`src/rtl/alu_pkg.sv`:
```
// Shared ALU definitions: opcode encoding, flag bit positions and datapath widths.
// The register bank bench imports this package too.
package alu_pkg;

    localparam int unsigned DATA_W    = 8;
    localparam int unsigned REG_IDX_W = 3;
    localparam int unsigned OP_W      = 4;
    localparam int unsigned FLAG_W    = 4;

    // Flag vector layout is {Z,N,C,V}
    localparam int unsigned FLAG_Z = 3;
    localparam int unsigned FLAG_N = 2;
    localparam int unsigned FLAG_C = 1;
    localparam int unsigned FLAG_V = 0;

    // Codes 11-15 are NOP
    typedef enum logic [OP_W-1:0] {
        OpAdd = 4'd0,
        OpSub = 4'd1,
        OpAnd = 4'd2,
        OpOr  = 4'd3,
        OpXor = 4'd4,
        OpNot = 4'd5,
        OpShl = 4'd6,
        OpShr = 4'd7,
        OpMov = 4'd8,
        OpCmp = 4'd9,
        OpMul = 4'd10
    } opcode_e;

    function automatic logic [FLAG_W-1:0] pack_flags(input logic [DATA_W-1:0] res,
                                                     input logic              c,
                                                     input logic              v);
        logic [FLAG_W-1:0] f;
        f         = '0;
        f[FLAG_Z] = (res == '0);
        f[FLAG_N] = res[DATA_W-1];
        f[FLAG_C] = c;
        f[FLAG_V] = v;
        return f;
    endfunction

endpackage

```
`src/rtl/alu_mul_seq.sv`:
```
// Iterative shift-add multiplier: one partial product per clock, DATA_W iterations.
// done is high during the last iteration cycle and product carries the final value
// alongside it, so the consumer can register the result on that same edge.
// Only built when ALU_STAGE_MUL_EN is defined.
`ifdef ALU_STAGE_MUL_EN
module alu_mul_seq
    import alu_pkg::*;
(
    input  logic                clk,
    input  logic                rst_n,
    input  logic                start,
    input  logic [DATA_W-1:0]   a,
    input  logic [DATA_W-1:0]   b,
    output logic                done,
    output logic [2*DATA_W-1:0] product
);

    localparam int unsigned CNT_W = $clog2(DATA_W);

    logic                busy_q;
    logic [CNT_W-1:0]    cnt_q;
    logic [2*DATA_W-1:0] mcand_q;
    logic [DATA_W-1:0]   mplier_q;
    logic [2*DATA_W-1:0] acc_q;
    logic [2*DATA_W-1:0] acc_d;

    // Accumulate the shifted multiplicand when the current multiplier bit is set
    always_comb begin
        acc_d = acc_q + (mplier_q[0] ? mcand_q : '0);
    end

    // Load operands on start, then shift one bit per cycle until the count wraps
    always_ff @(posedge clk or negedge rst_n) begin
        if (!rst_n) begin
            busy_q   <= 1'b0;
            cnt_q    <= '0;
            mcand_q  <= '0;
            mplier_q <= '0;
            acc_q    <= '0;
        end else if (start) begin
            busy_q   <= 1'b1;
            cnt_q    <= '0;
            mcand_q  <= {{DATA_W{1'b0}}, a};
            mplier_q <= b;
            acc_q    <= '0;
        end else if (busy_q) begin
            acc_q    <= acc_d;
            mcand_q  <= mcand_q << 1;
            mplier_q <= mplier_q >> 1;
            cnt_q    <= cnt_q + 1'b1;
            if (cnt_q == CNT_W'(DATA_W - 1)) begin
                busy_q <= 1'b0;
            end
        end
    end

    assign done    = busy_q && (cnt_q == CNT_W'(DATA_W - 1));
    assign product = acc_d;

endmodule
`endif

```
`src/rtl/alu_stage.sv`:
```
// Single-issue ALU stage writing results to a register bank.
// Define ALU_STAGE_MUL_EN to add the multi-cycle multiply (op 10); without it op 10
// is a NOP, busy is tied low and the stage always accepts.
module alu_stage
    import alu_pkg::*;
(
    input  logic                 clk,
    input  logic                 rst_n,
    input  logic                 in_valid,
    output logic                 in_ready,
    input  logic [OP_W-1:0]      op,
    input  logic [DATA_W-1:0]    a,
    input  logic [DATA_W-1:0]    b,
    input  logic [REG_IDX_W-1:0] ri_dst,
    input  logic                 wb_en,
    output logic [DATA_W-1:0]    d,
    output logic [REG_IDX_W-1:0] ri_d,
    output logic                 rw,
    output logic [FLAG_W-1:0]    flags,
    output logic                 busy
);

    localparam int unsigned MSB = DATA_W - 1;

    opcode_e op_e;
    logic    accept;

    logic [DATA_W:0]   sum_w;
    logic [DATA_W:0]   diff_w;
    logic [DATA_W-1:0] alu_res;
    logic              alu_c;
    logic              alu_v;
    logic              alu_wr;
    logic              alu_fl;

    logic [DATA_W-1:0]    d_q, d_d;
    logic [REG_IDX_W-1:0] ri_d_q, ri_d_d;
    logic [FLAG_W-1:0]    flags_q, flags_d;
    logic                 rw_q, rw_d;

    assign op_e   = opcode_e'(op);
    assign accept = in_valid && in_ready;
    assign sum_w  = {1'b0, a} + {1'b0, b};
    assign diff_w = {1'b0, a} - {1'b0, b};

`ifdef ALU_STAGE_MUL_EN
    typedef enum logic {StIdle, StMul} state_e;

    state_e                 state_q, state_d;
    logic                   mul_start;
    logic                   mul_done;
    logic [2*DATA_W-1:0]    mul_prod;
    logic                   mul_wb_q;
    logic [REG_IDX_W-1:0]   mul_ri_q;

    assign mul_start = accept && (op_e == OpMul);
    assign in_ready  = (state_q == StIdle);
    assign busy      = (state_q == StMul);

    alu_mul_seq u_mul (
        .clk     (clk),
        .rst_n   (rst_n),
        .start   (mul_start),
        .a       (a),
        .b       (b),
        .done    (mul_done),
        .product (mul_prod)
    );

    // IDLE -> MUL on an accepted multiply, back once the multiplier reports done
    always_comb begin
        state_d = state_q;
        case (state_q)
            StIdle:  if (mul_start) state_d = StMul;
            StMul:   if (mul_done)  state_d = StIdle;
            default: state_d = StIdle;
        endcase
    end

    // State register plus destination info held for the duration of the multiply
    always_ff @(posedge clk or negedge rst_n) begin
        if (!rst_n) begin
            state_q  <= StIdle;
            mul_wb_q <= 1'b0;
            mul_ri_q <= '0;
        end else begin
            state_q <= state_d;
            if (mul_start) begin
                mul_wb_q <= wb_en;
                mul_ri_q <= ri_dst;
            end
        end
    end
`else
    assign in_ready = 1'b1;
    assign busy     = 1'b0;
`endif

    // Single-cycle datapath; MUL and 11-15 fall to the default (no effect here)
    always_comb begin
        alu_res = '0;
        alu_c   = 1'b0;
        alu_v   = 1'b0;
        alu_wr  = 1'b0;
        alu_fl  = 1'b0;
        case (op_e)
            OpAdd: begin
                alu_res = sum_w[MSB:0];
                alu_c   = sum_w[DATA_W];
                alu_v   = (a[MSB] == b[MSB]) && (sum_w[MSB] != a[MSB]);
                alu_wr  = 1'b1;
                alu_fl  = 1'b1;
            end
            OpSub, OpCmp: begin
                alu_res = diff_w[MSB:0];
                alu_c   = diff_w[DATA_W];
                alu_v   = (a[MSB] != b[MSB]) && (diff_w[MSB] != a[MSB]);
                alu_wr  = (op_e == OpSub);
                alu_fl  = 1'b1;
            end
            OpAnd: begin
                alu_res = a & b;
                alu_wr  = 1'b1;
                alu_fl  = 1'b1;
            end
            OpOr: begin
                alu_res = a | b;
                alu_wr  = 1'b1;
                alu_fl  = 1'b1;
            end
            OpXor: begin
                alu_res = a ^ b;
                alu_wr  = 1'b1;
                alu_fl  = 1'b1;
            end
            OpNot: begin
                alu_res = ~a;
                alu_wr  = 1'b1;
                alu_fl  = 1'b1;
            end
            OpShl: begin
                alu_res = a << 1;
                alu_c   = a[MSB];
                alu_wr  = 1'b1;
                alu_fl  = 1'b1;
            end
            OpShr: begin
                alu_res = a >> 1;
                alu_c   = a[0];
                alu_wr  = 1'b1;
                alu_fl  = 1'b1;
            end
            OpMov: begin
                alu_res = b;
                alu_wr  = 1'b1;
                alu_fl  = 1'b1;
            end
            default: ;
        endcase
    end

    // Result/flag update: d and ri_d only move on a write, rw is a one-cycle pulse
    always_comb begin
        d_d     = d_q;
        ri_d_d  = ri_d_q;
        flags_d = flags_q;
        rw_d    = 1'b0;
        if (accept && alu_fl) begin
            flags_d = pack_flags(alu_res, alu_c, alu_v);
        end
        if (accept && alu_wr && wb_en) begin
            d_d    = alu_res;
            ri_d_d = ri_dst;
            rw_d   = 1'b1;
        end
`ifdef ALU_STAGE_MUL_EN
        if (mul_done) begin
            flags_d = pack_flags(mul_prod[MSB:0], mul_prod[2*DATA_W-1:DATA_W] != '0, 1'b0);
            if (mul_wb_q) begin
                d_d    = mul_prod[MSB:0];
                ri_d_d = mul_ri_q;
                rw_d   = 1'b1;
            end
        end
`endif
    end

    // Output registers
    always_ff @(posedge clk or negedge rst_n) begin
        if (!rst_n) begin
            d_q     <= '0;
            ri_d_q  <= '0;
            flags_q <= '0;
            rw_q    <= 1'b0;
        end else begin
            d_q     <= d_d;
            ri_d_q  <= ri_d_d;
            flags_q <= flags_d;
            rw_q    <= rw_d;
        end
    end

    assign d     = d_q;
    assign ri_d  = ri_d_q;
    assign flags = flags_q;
    assign rw    = rw_q;

endmodule

```
`config.mk`:
```
export PLATFORM = sky130hd
export DESIGN_NAME = alu_stage
export DESIGN_NICKNAME = d
export VERILOG_FILES = /design/src/rtl/alu_pkg.sv /design/src/rtl/alu_mul_seq.sv /design/src/rtl/alu_stage.sv
export SDC_FILE = /design/constraint.sdc
export NUM_CORES = 1
export LEC_CHECK = 0
export CORE_ASPECT_RATIO = 0.75
export CORE_MARGIN = 8
export CORE_UTILIZATION = 30
export CTS_BUF_LIST = sky130_fd_sc_hd__clkbuf_8
export CTS_CLUSTER_DIAMETER = 120
export DETAILED_ROUTE_END_ITERATION = 16
export GPL_TIMING_DRIVEN = 0
export PLACE_DENSITY = 0.62
export SYNTH_ARGS = -nofsm -noshare
export SYNTH_HDL_FRONTEND = slang
export SYNTH_SLANG_ARGS = --single-unit
```
`constraint.sdc`:
```
create_clock -name clk -period 2 [get_ports clk]
set_clock_uncertainty 0.2 [all_clocks]
set_input_delay 0.3 -clock clk [delete_from_list [all_inputs] [get_ports clk]]
set_output_delay 0.3 -clock clk [all_outputs]
set_load 0.01 [all_outputs]
```
==> results of run 1 <==
[kinds of logic (layout without fill, tap and decap cells)]
kind of cell             count (synthesis)  in the layout  synth area share
other                                    2              2           0.00340
XOR/XNOR                                 9              9            0.0357
AND/OR/NAND/NOR                         77             77             0.179
flip-flops                              16             16             0.182
AO/OA/AOI/OAI                           83             83             0.261
adder cells (fa/ha/maj)                 26             26             0.154
buffers and inverters                   45            113            0.0930
multiplexers                            18             18            0.0925
[cells in the final DEF (no fill, tap or decap), types with 4 or more instances in the layout]
cell type        netlist  routed
inv_2                  0       8
buf_2                  8       5
a21oi_2                2       7
xnor2_1                8       6
a21oi_1               17      10
clkdlybuf4s50_1        0      22
ha_1                  24      11
inv_1                 28      14
a31oi_1                5       5
nor3_1                 6       5
o21ai_0               15       9
nand2b_1               5       4
nand2_1               14      13
mux2i_1               11      11
buf_6                  1       8
clkbuf_2               0       5
nor2_1                20      17
nand3_1                6       5
buf_4                  5      29
o21ai_1                0       5
ha_4                   0      10
buf_12                 0       4
dfrtp_1               16      16
a211oi_2               0       5
[per-layer routing]
metal	part of all wire	global-route usage	up-vias
met1	0.43	0.196	1182
met4	0.010	0.0338	0
li1	-	-	1138
met2	0.46	0.224	145
met3	0.094	0.0247	12
met5	0	0	-
[synthesized netlist by cell type, types with 2 or more instances]
master | number | area, um2
a211oi_1 | 6 | 45.0
a21boi_0 | 2 | 15.0
a21oi_1 | 17 | 85.1
a21oi_2 | 2 | 17.5
a22o_1 | 2 | 17.5
a31oi_1 | 5 | 31.3
a32o_1 | 3 | 30.0
and2_1 | 3 | 18.8
buf_2 | 8 | 40.0
buf_4 | 5 | 37.5
clkbuf_1 | 3 | 11.3
conb_1 | 2 | 7.51
dfrtp_1 | 16 | 400
fa_1 | 2 | 40.0
ha_1 | 24 | 300
inv_1 | 28 | 105
mux2_2 | 5 | 56.3
mux2i_1 | 11 | 110
nand2_1 | 14 | 52.6
nand2b_1 | 5 | 31.3
nand3_1 | 6 | 30.0
nand3b_1 | 2 | 15.0
nand4_1 | 2 | 12.5
nor2_1 | 20 | 75.1
nor2b_1 | 6 | 37.5
nor3_1 | 6 | 30.0
nor3b_1 | 2 | 15.0
nor4_1 | 4 | 25.0
o211ai_1 | 2 | 15.0
o21ai_0 | 15 | 75.1
o21bai_1 | 3 | 22.5
o221ai_1 | 5 | 43.8
o22ai_1 | 4 | 25.0
o311a_1 | 3 | 30.0
o31ai_1 | 2 | 15.0
o32ai_1 | 3 | 26.3
or3_1 | 3 | 18.8
xnor2_1 | 8 | 70.1
[timing repair]
item	in CTS	in global routing
pin swaps	23	29
hold endpoints to repair	0	0
setup endpoints to repair	16	12
hold buffers	0	0
setup buffers	21	8
gates resized for setup	107	76
[critical path: cells and delay by family]
kind | cells | cell delay [ns]
compound gates | 4 | 0.69
simple gates | 3 | 0.45
fa+ha+maj | 2 | 0.65
buf+inv | 2 | 0.14
[power by group]
| group | internal [mW] | total [mW] | switching (mW) |
|---|---|---|---|
| logic | 0.468 | 0.925 | 0.456 |
| clock network | 0.133 | 0.233 | 0.100 |
| registers | 0.380 | 0.411 | 0.0309 |
| total | 0.981 | 1.57 | 0.587 |
[metrics by stage]
stage               total power, mW  cells  TNS (ns)
CTS                            1.47    437    -0.850
floorplan                     0.832    276    -0.327
global placement               1.12    418    -13.88
detailed placement             1.14    418    -14.11
finish                         1.57    445    -0.744
global route                   1.66    445     -1.31
[state kept, by name (all words and copies together) (netlist names)]
name	count
d	8
flags	4
ri_d	3
rw	1
[worst paths after layout]
path | from | endpoint | slack (ns) | cells after the start
max | a[0] | flags[3]$_DFFE_PN0P_ | -0.26 | 11
min | rst_n | d[1]$_DFFE_PN0P_ | 0.28 | 1
max reg2reg | d[5]$_DFFE_PN0P_ | d[5]$_DFFE_PN0P_ | 1.00 | 1
min reg2reg | flags[2]$_DFFE_PN0P_ | flags[2]$_DFFE_PN0P_ | 0.29 | 2
max in group asynchronous | rst_n | d[7]$_DFFE_PN0P_ | 0.86 | 1
min in group clk | flags[2]$_DFFE_PN0P_ | flags[2]$_DFFE_PN0P_ | 0.29 | 2
[final cells by class]
class                           count  area [um2]
Sequential cell                    16         400
Timing Repair Buffer               67         627
Tap cell                          101         126
Inverter                           28         139
Buffer                             15         131
Multi-Input combinational cell    215        1970
Fill cell                         712        3790
Clock buffer                        3        41.3
==> flow_summary.ini, run 1 <==
[global_routing]
overflow = 0
grt_usage = 0.143
grt_pass1_vias = 2362
grt_pass1_wl_mm = 12.2
antenna_found_initial = 0
grt_max_degree = 17

[drt]
ant_nets = 0
firstDrtPassIters = 4
vias_per_cell = 5.57
detail_route.iter0.violations = 217
wirelength_mm = 7.92
via_count = 2477
wl_per_cell_um = 17.8
drc = 0

[die]
core_area_um2 = 7230
die_w_um = 115
io_pins = 45
start_util = 0.305
fp.dieH_um = 90.3
num_rows = 27
dieArea_um2 = 10400

[status]
violations = setup timing
status = finished with violations

[run]
timing.max_cap.violations = 0

[timing]
setup_viol = 5
relSlewSlack = 0.520
hold_viol_final = 0
finalCriticalPeriod_ns = 2.26
setup_slack_ns = -0.255
fin_crit_sh = 1.13
timing.fmax_ghz = 0.443
rsz0062_at_grt = true
tightest_slew_ns = 0.718
drv_slew = 0
whs_ns = 0.284

[cells_and_area]
syn_to_final_growth_pct = 55.7
final_area_um2 = 3430
n_antenna_cell = 0
final_util = 0.475
drive_gt1_frac = 0.392
nNetsFinal = 399

[clock_network]
cts_sinks = 16
clk_pin_slew_worst_paths_ns = 0.06
htree_num_levels = 1
clk_latency_ns = 0.24
clock-root-buffer = clkbuf_8
cts_buffer_depth = 2
cts_tree = done
cts_buffers = 3

[place]
routabilityCongestion = 0.902
hpwlAfterDp_mm = 5.72
placed_area_um2 = 2820
io_buffers = 41
pre_cts_slack_ns = -1.43

[logic_synthesis]
syn_area_um2 = 2210
postSynthRegisterBits = 16
synth_area_per_cell_um2 = 7.99
synth-main-ff-cell = dfrtp_1
ys_seq_area_frac = 0.182
yosys_warnings = 0
synth_cell_type_count = 55
synth_nets = 329
synthArstFlopShare = 1.00
synth_edf_count = 0
netlist_instances = 276

[critical_path]
critPathSlowestCell = fa_2
end_kind = flip-flop
critPathMaxFanout = 3
crit_chain = buf_12 > ha_4 > inv_2 > fa_2 > nor2_1 > a21oi_1 > o41ai_1 > a211oi_2 > nand4_1 > nor4_2 > a32o_1
worstPathRequired_ns = 1.98
worst_setup_path_start_kind = primary input
arrival_ns = 2.24
max_stage_delay_ns = 0.51
crit_type = in2reg

[power]
vdd_ir_drop_max_mv = 0.247
leakagePower_nw = 1.42
powerDensity_nw_per_um2 = 457

[min_path]
holdCritPathClass = in2async
No activity file was read; power rests on OpenSTA's default activity.
==> inputs of run 2 (changes only) <==
--- a/config.mk
+++ b/config.mk
@@ -11,7 +11,6 @@
 export CTS_BUF_LIST = sky130_fd_sc_hd__clkbuf_8
 export CTS_CLUSTER_DIAMETER = 120
 export DETAILED_ROUTE_END_ITERATION = 16
-export GPL_TIMING_DRIVEN = 0
 export PLACE_DENSITY = 0.62
 export SYNTH_ARGS = -nofsm -noshare
 export SYNTH_HDL_FRONTEND = slang
==> flow_summary.ini, run 2 (synthesis gave the netlist of run 1 again) <==
[timing]
tightest_slew_ns = 0.512
hold_viol_final = 0
setup_viol = 7
timing.fmax_ghz = 0.447
rsz0062_at_grt = true
drv_slew = 0
fin_crit_sh = 1.12
finalCriticalPeriod_ns = 2.24
relSlewSlack = 0.656
whs_ns = 0.172
setup_slack_ns = -0.239

[drt]
drc = 0
firstDrtPassIters = 4
detail_route.iter0.violations = 155
wirelength_mm = 8.19
ant_nets = 0
wl_per_cell_um = 15.8
vias_per_cell = 5.11
via_count = 2646

[critical_path]
end_kind = flip-flop
crit_chain = buf_12 > ha_4 > inv_2 > fa_2 > buf_6 > nand2b_4 > o2bb2ai_4 > o21bai_4 > a21o_1 > a211o_1 > a21oi_2 > a32o_1
critPathSlowestCell = fa_2
cp_num_cells = 12
critPathBufInv = 3
max_stage_delay_ns = 0.37
worst_setup_path_start_kind = primary input
worstPathRequired_ns = 1.94
crit_family = compound AO/OA/AOI/OAI gates
crit_type = in2reg
arrival_ns = 2.17
reg2reg_depth = 1
timing.reg2reg.setup_slack_ns = 1.04
critPathMaxFanout = 3

[global_routing]
overflow = 0
grt_usage = 0.155
grt_pass1_wl_mm = 13.3
grt_pass1_vias = 2708
antenna_found_initial = 0
grt_max_degree = 23

[clock_network]
clk_pin_slew_worst_paths_ns = 0.06
cts_buffer_depth = 2
cts_tree = done
cts_hold_buf = 0
cts_sinks = 16
clk_latency_ns = 0.25
cts_buffers = 3
htree_num_levels = 1
clock-root-buffer = clkbuf_8

[power]
vdd_ir_drop_max_mv = 0.293
total_power_mw = 1.76
powerDensity_nw_per_um2 = 436
leakagePower_nw = 1.79

[cells_and_area]
syn_to_final_growth_pct = 82.9
largest_reg_flops = 8
layout_commonest_cell = buf_4
final_cell_mix = buf_4, clkdlybuf4s50_1, nor2_1
num-fill-cells = 659
n_antenna_cell = 0
nNetsFinal = 471
drive_gt1_frac = 0.499
final_cell_count_no_fill = 518

[place]
place_inst = 504
hpwlAfterDp_mm = 6.43
io_buffers = 42
routabilityCongestion = 0.970

[die]
fp.dieH_um = 90.3
io_pins = 45
die_w_um = 115
start_util = 0.305
core_area_um2 = 7230
dieArea_um2 = 10400
num_rows = 27

[status]
status = finished with violations
violations = setup timing

[run]
timing.max_cap.violations = 0

[min_path]
holdCritPathClass = in2async
run 2: timing repair:
action                     4_1_cts  5_1_grt
setup endpoints to repair       16       12
pin swaps                       44       29
gates resized for setup        143       25
gates cloned                     1        0
setup buffers                    9        5
run 2: power by group:
part | leakage [nW] | total (mW) | switching (mW) | internal [mW]
clock | 0.0288 | 0.281 | 0.107 | 0.175
sequential | 0.197 | 0.409 | 0.0295 | 0.380
combinational | 1.57 | 1.07 | 0.486 | 0.582
run 2: path summary, 6_finish.rpt:
check | from | end
worst max-delay path | a[0] | flags[3]$_DFFE_PN0P_
max in group asynchronous | rst_n | ri_d[2]$_DFFE_PN0P_
worst max register to register | d[5]$_DFFE_PN0P_ | d[5]$_DFFE_PN0P_
worst min-delay path | rst_n | d[2]$_DFFE_PN0P_
min in group clk | flags[2]$_DFFE_PN0P_ | flags[2]$_DFFE_PN0P_
worst min register to register | flags[2]$_DFFE_PN0P_ | flags[2]$_DFFE_PN0P_
run 2: cell type report:
class,count,area [um2],share of cell area
flip-flops and latches,16,400,0.0992
inverters,28,120,0.0298
multi-input cells,215,2040,0.506
clock buffers,4,55.1,0.0136
repair buffers,154,1290,0.320
well taps,101,126,0.0313
run 2: metrics by stage:
step           worst slack, ns  TNS (ns)   util  cell area, um2
2_1_floorplan           -0.214    -0.327      -            2290
3_3_place_gp            -0.988    -11.66  0.483            3490
3_5_place_dp             -1.07    -12.09  0.483            3490
4_1_cts                 -0.269     -1.11  0.543            3930
5_1_grt                 -0.394     -1.60  0.558            4040
6_report                -0.239     -1.01  0.558            4040
run 2: routing by layer:
metal	track usage	vias up	share of wire
met5	0	-	0
met4	0.0436	0	0.015
met3	0.0254	12	0.094
met2	0.250	98	0.46
met1	0.206	1254	0.43
li1	-	1282	-
==> inputs of run 3 (changes only) <==
==> constraint.sdc (replaced) <==
create_clock -name clk -period 2.8 [get_ports clk]
set_clock_uncertainty 0.2 [all_clocks]
set_input_delay 0.42 -clock clk [delete_from_list [all_inputs] [get_ports clk]]
set_output_delay 0.42 -clock clk [all_outputs]
set_load 0.01 [all_outputs]
==> flow_summary.ini, run 3 (synthesis gave the netlist of run 1 again) <==
[critical_path]
worst_setup_path_start_kind = primary input
max_stage_delay_ns = 0.42
reg2reg_depth = 1
startpoint = a[2]
critPathSlowestCell = clkdlybuf4s50_1
r2r-end = d[4]$_DFFE_PN0P_
end_kind = flip-flop
critPathBufInv = 2
crit_type = in2reg
critPathMaxFanout = 5
worstPathRequired_ns = 2.79
timing.reg2reg.setup_slack_ns = 1.86
arrival_ns = 2.69
worstReg2RegStart = d[4]$_DFFE_PN0P_
crit_family = compound AO/OA/AOI/OAI gates
crit_chain = clkdlybuf4s50_1 > buf_4 > ha_1 > mux2i_1 > o21ai_0 > a22o_1 > a211oi_2 > nand4_1 > nor4_2 > a32o_1

[global_routing]
grt_pass1_vias = 2510
grt_usage = 0.142
antenna_found_initial = 0
grt_pass1_wl_mm = 12.4
met1_usage = 0.207
met2_usage = 0.217
grt_max_degree = 21
use_met3 = 0.0240
busiest_layer = met2
overflow = 0

[drt]
detail_route.iter0.violations = 202
firstDrtPassIters = 5
wl_per_cell_um = 15.0
vias_per_cell = 5.10
drc = 0
via_count = 2507
wirelength_mm = 7.39
ant_nets = 0

[clock_network]
htree_num_levels = 1
clock-root-buffer = clkbuf_8
cts_buffer_depth = 2
clk_latency_ns = 0.25
cts_buffers = 3
cts_sinks = 16
cts_tree = done
cts_hold_buf = 0
clk_pin_slew_worst_paths_ns = 0.06

[timing]
tightest_slew_ns = 0.695
relSlewSlack = 0.535
drv_slew = 0
timing.fmax_ghz = 0.370
fin_crit_sh = 0.965
hold_viol_final = 0
rsz0062_at_grt = true
setup_viol = 0
setup_slack_ns = 0.0969
tns_ns = 0
finalCriticalPeriod_ns = 2.70

[cells_and_area]
n_antenna_cell = 0
layout_commonest_cell = buf_4
syn_to_final_growth_pct = 57.2
multi_input_area_um2 = 1680
regArea_um2 = 400
final_cell_count_no_fill = 492
drive_gt1_frac = 0.294
num-fill-cells = 725
nNetsFinal = 445
largest_reg_flops = 8
final_cell_mix = buf_4, clkdlybuf4s50_1, inv_1
final_area_um2 = 3470

[power]
vdd_ir_drop_max_mv = 0.150
leakagePower_nw = 1.61
powerDensity_nw_per_um2 = 323
total_power_mw = 1.12

[die]
io_pins = 45
die_w_um = 115
start_util = 0.305
core_area_um2 = 7230
fp.dieH_um = 90.3
num_rows = 27
dieArea_um2 = 10400

[min_path]
holdCritPathClass = reg2reg
min_path_cells = 2
hold_start = flags[2]$_DFFE_PN0P_
worstHoldEndpoint = flags[2]$_DFFE_PN0P_

[place]
pre_cts_slack_ns = -0.352
placed_area_um2 = 3310
io_buffers = 42
place_inst = 486
routabilityCongestion = 0.915
hpwlAfterDp_mm = 6.19

[status]
status = completed

[run]
timing.max_cap.violations = 0
## run 3: changes by cell type in the layout (fill, tap and decap cells not counted), moves of 4 or more
| cell | previous run | this run |
|---|---|---|
| inv_1 | 14 | 26 |
| o21ai_1 | 5 | 1 |
| dlygate4sd2_1 | 4 | 0 |
| o21ai_0 | 9 | 14 |
| ha_4 | 13 | 2 |
| buf_4 | 98 | 84 |
| buf_2 | 9 | 0 |
| ha_1 | 8 | 20 |
| a21oi_1 | 9 | 15 |
| a21oi_2 | 8 | 4 |
| buf_6 | 14 | 0 |
| clkdlybuf4s50_1 | 22 | 38 |
| inv_2 | 12 | 2 |
## run 3: what timing repair did
item | CTS | global route
buffers inserted | 1 | 1
endpoints found under the setup margin | 3 | 6
resized for setup | 6 | 18
pin swaps | 1 | 6
## run 3: routing by layer
| metal | wire length [um] | up-vias |
|---|---|---|
| met4 | 33 | 0 |
| met2 | 3110 | 113 |
| met1 | 3570 | 1157 |
| li1 | - | 1232 |
| met3 | 680 | 5 |
| met5 | 0 | - |
## run 3: area by class of cell
cell class / instances / area share
clock buffers: 4 / 0.0159
repair buffers: 128 / 0.317
multi-input cells: 215 / 0.484
inverters: 28 / 0.0303
well taps: 101 / 0.0364
flip-flops and latches: 16 / 0.115
## run 3: how the worst max path moves through the flow
stage | to | slack (ns) | depth (start not counted)
after detailed placement | flags[3]$_DFFE_PN0P_ | -0.35 | 11
after floorplan | flags[3]$_DFFE_PN0P_ | 0.38 | 10
after global routing | flags[3]$_DFFE_PN0P_ | -0.02 | 10
after global placement | flags[3]$_DFFE_PN0P_ | -0.35 | 11
final | flags[3]$_DFFE_PN0P_ | 0.1 | 10
after CTS | flags[3]$_DFFE_PN0P_ | 0.004 | 11
## run 3: worst min-delay path, delay by kind of cell, from the launching register on
kind	cells	cell delay, ns
flops	1	0.34
simple gates	1	0.04
compound gates	1	0.06
## run 3: stage by stage
| step | hold WS (ns) | utilization |
|---|---|---|
| after floorplan | -0.0756 | - |
| after CTS | 0.297 | 0.470 |
| after detailed placement | 0.283 | 0.458 |
| final | 0.283 | 0.480 |
| after global routing | 0.318 | 0.480 |
| after global placement | 0.264 | 0.458 |
## run 3: where the power goes
part           leakage, nW  switching, mW  internal [mW]
sequential           0.197         0.0197          0.271
combinational         1.38          0.287          0.341
clock               0.0288         0.0759          0.125
total                 1.61          0.382          0.737
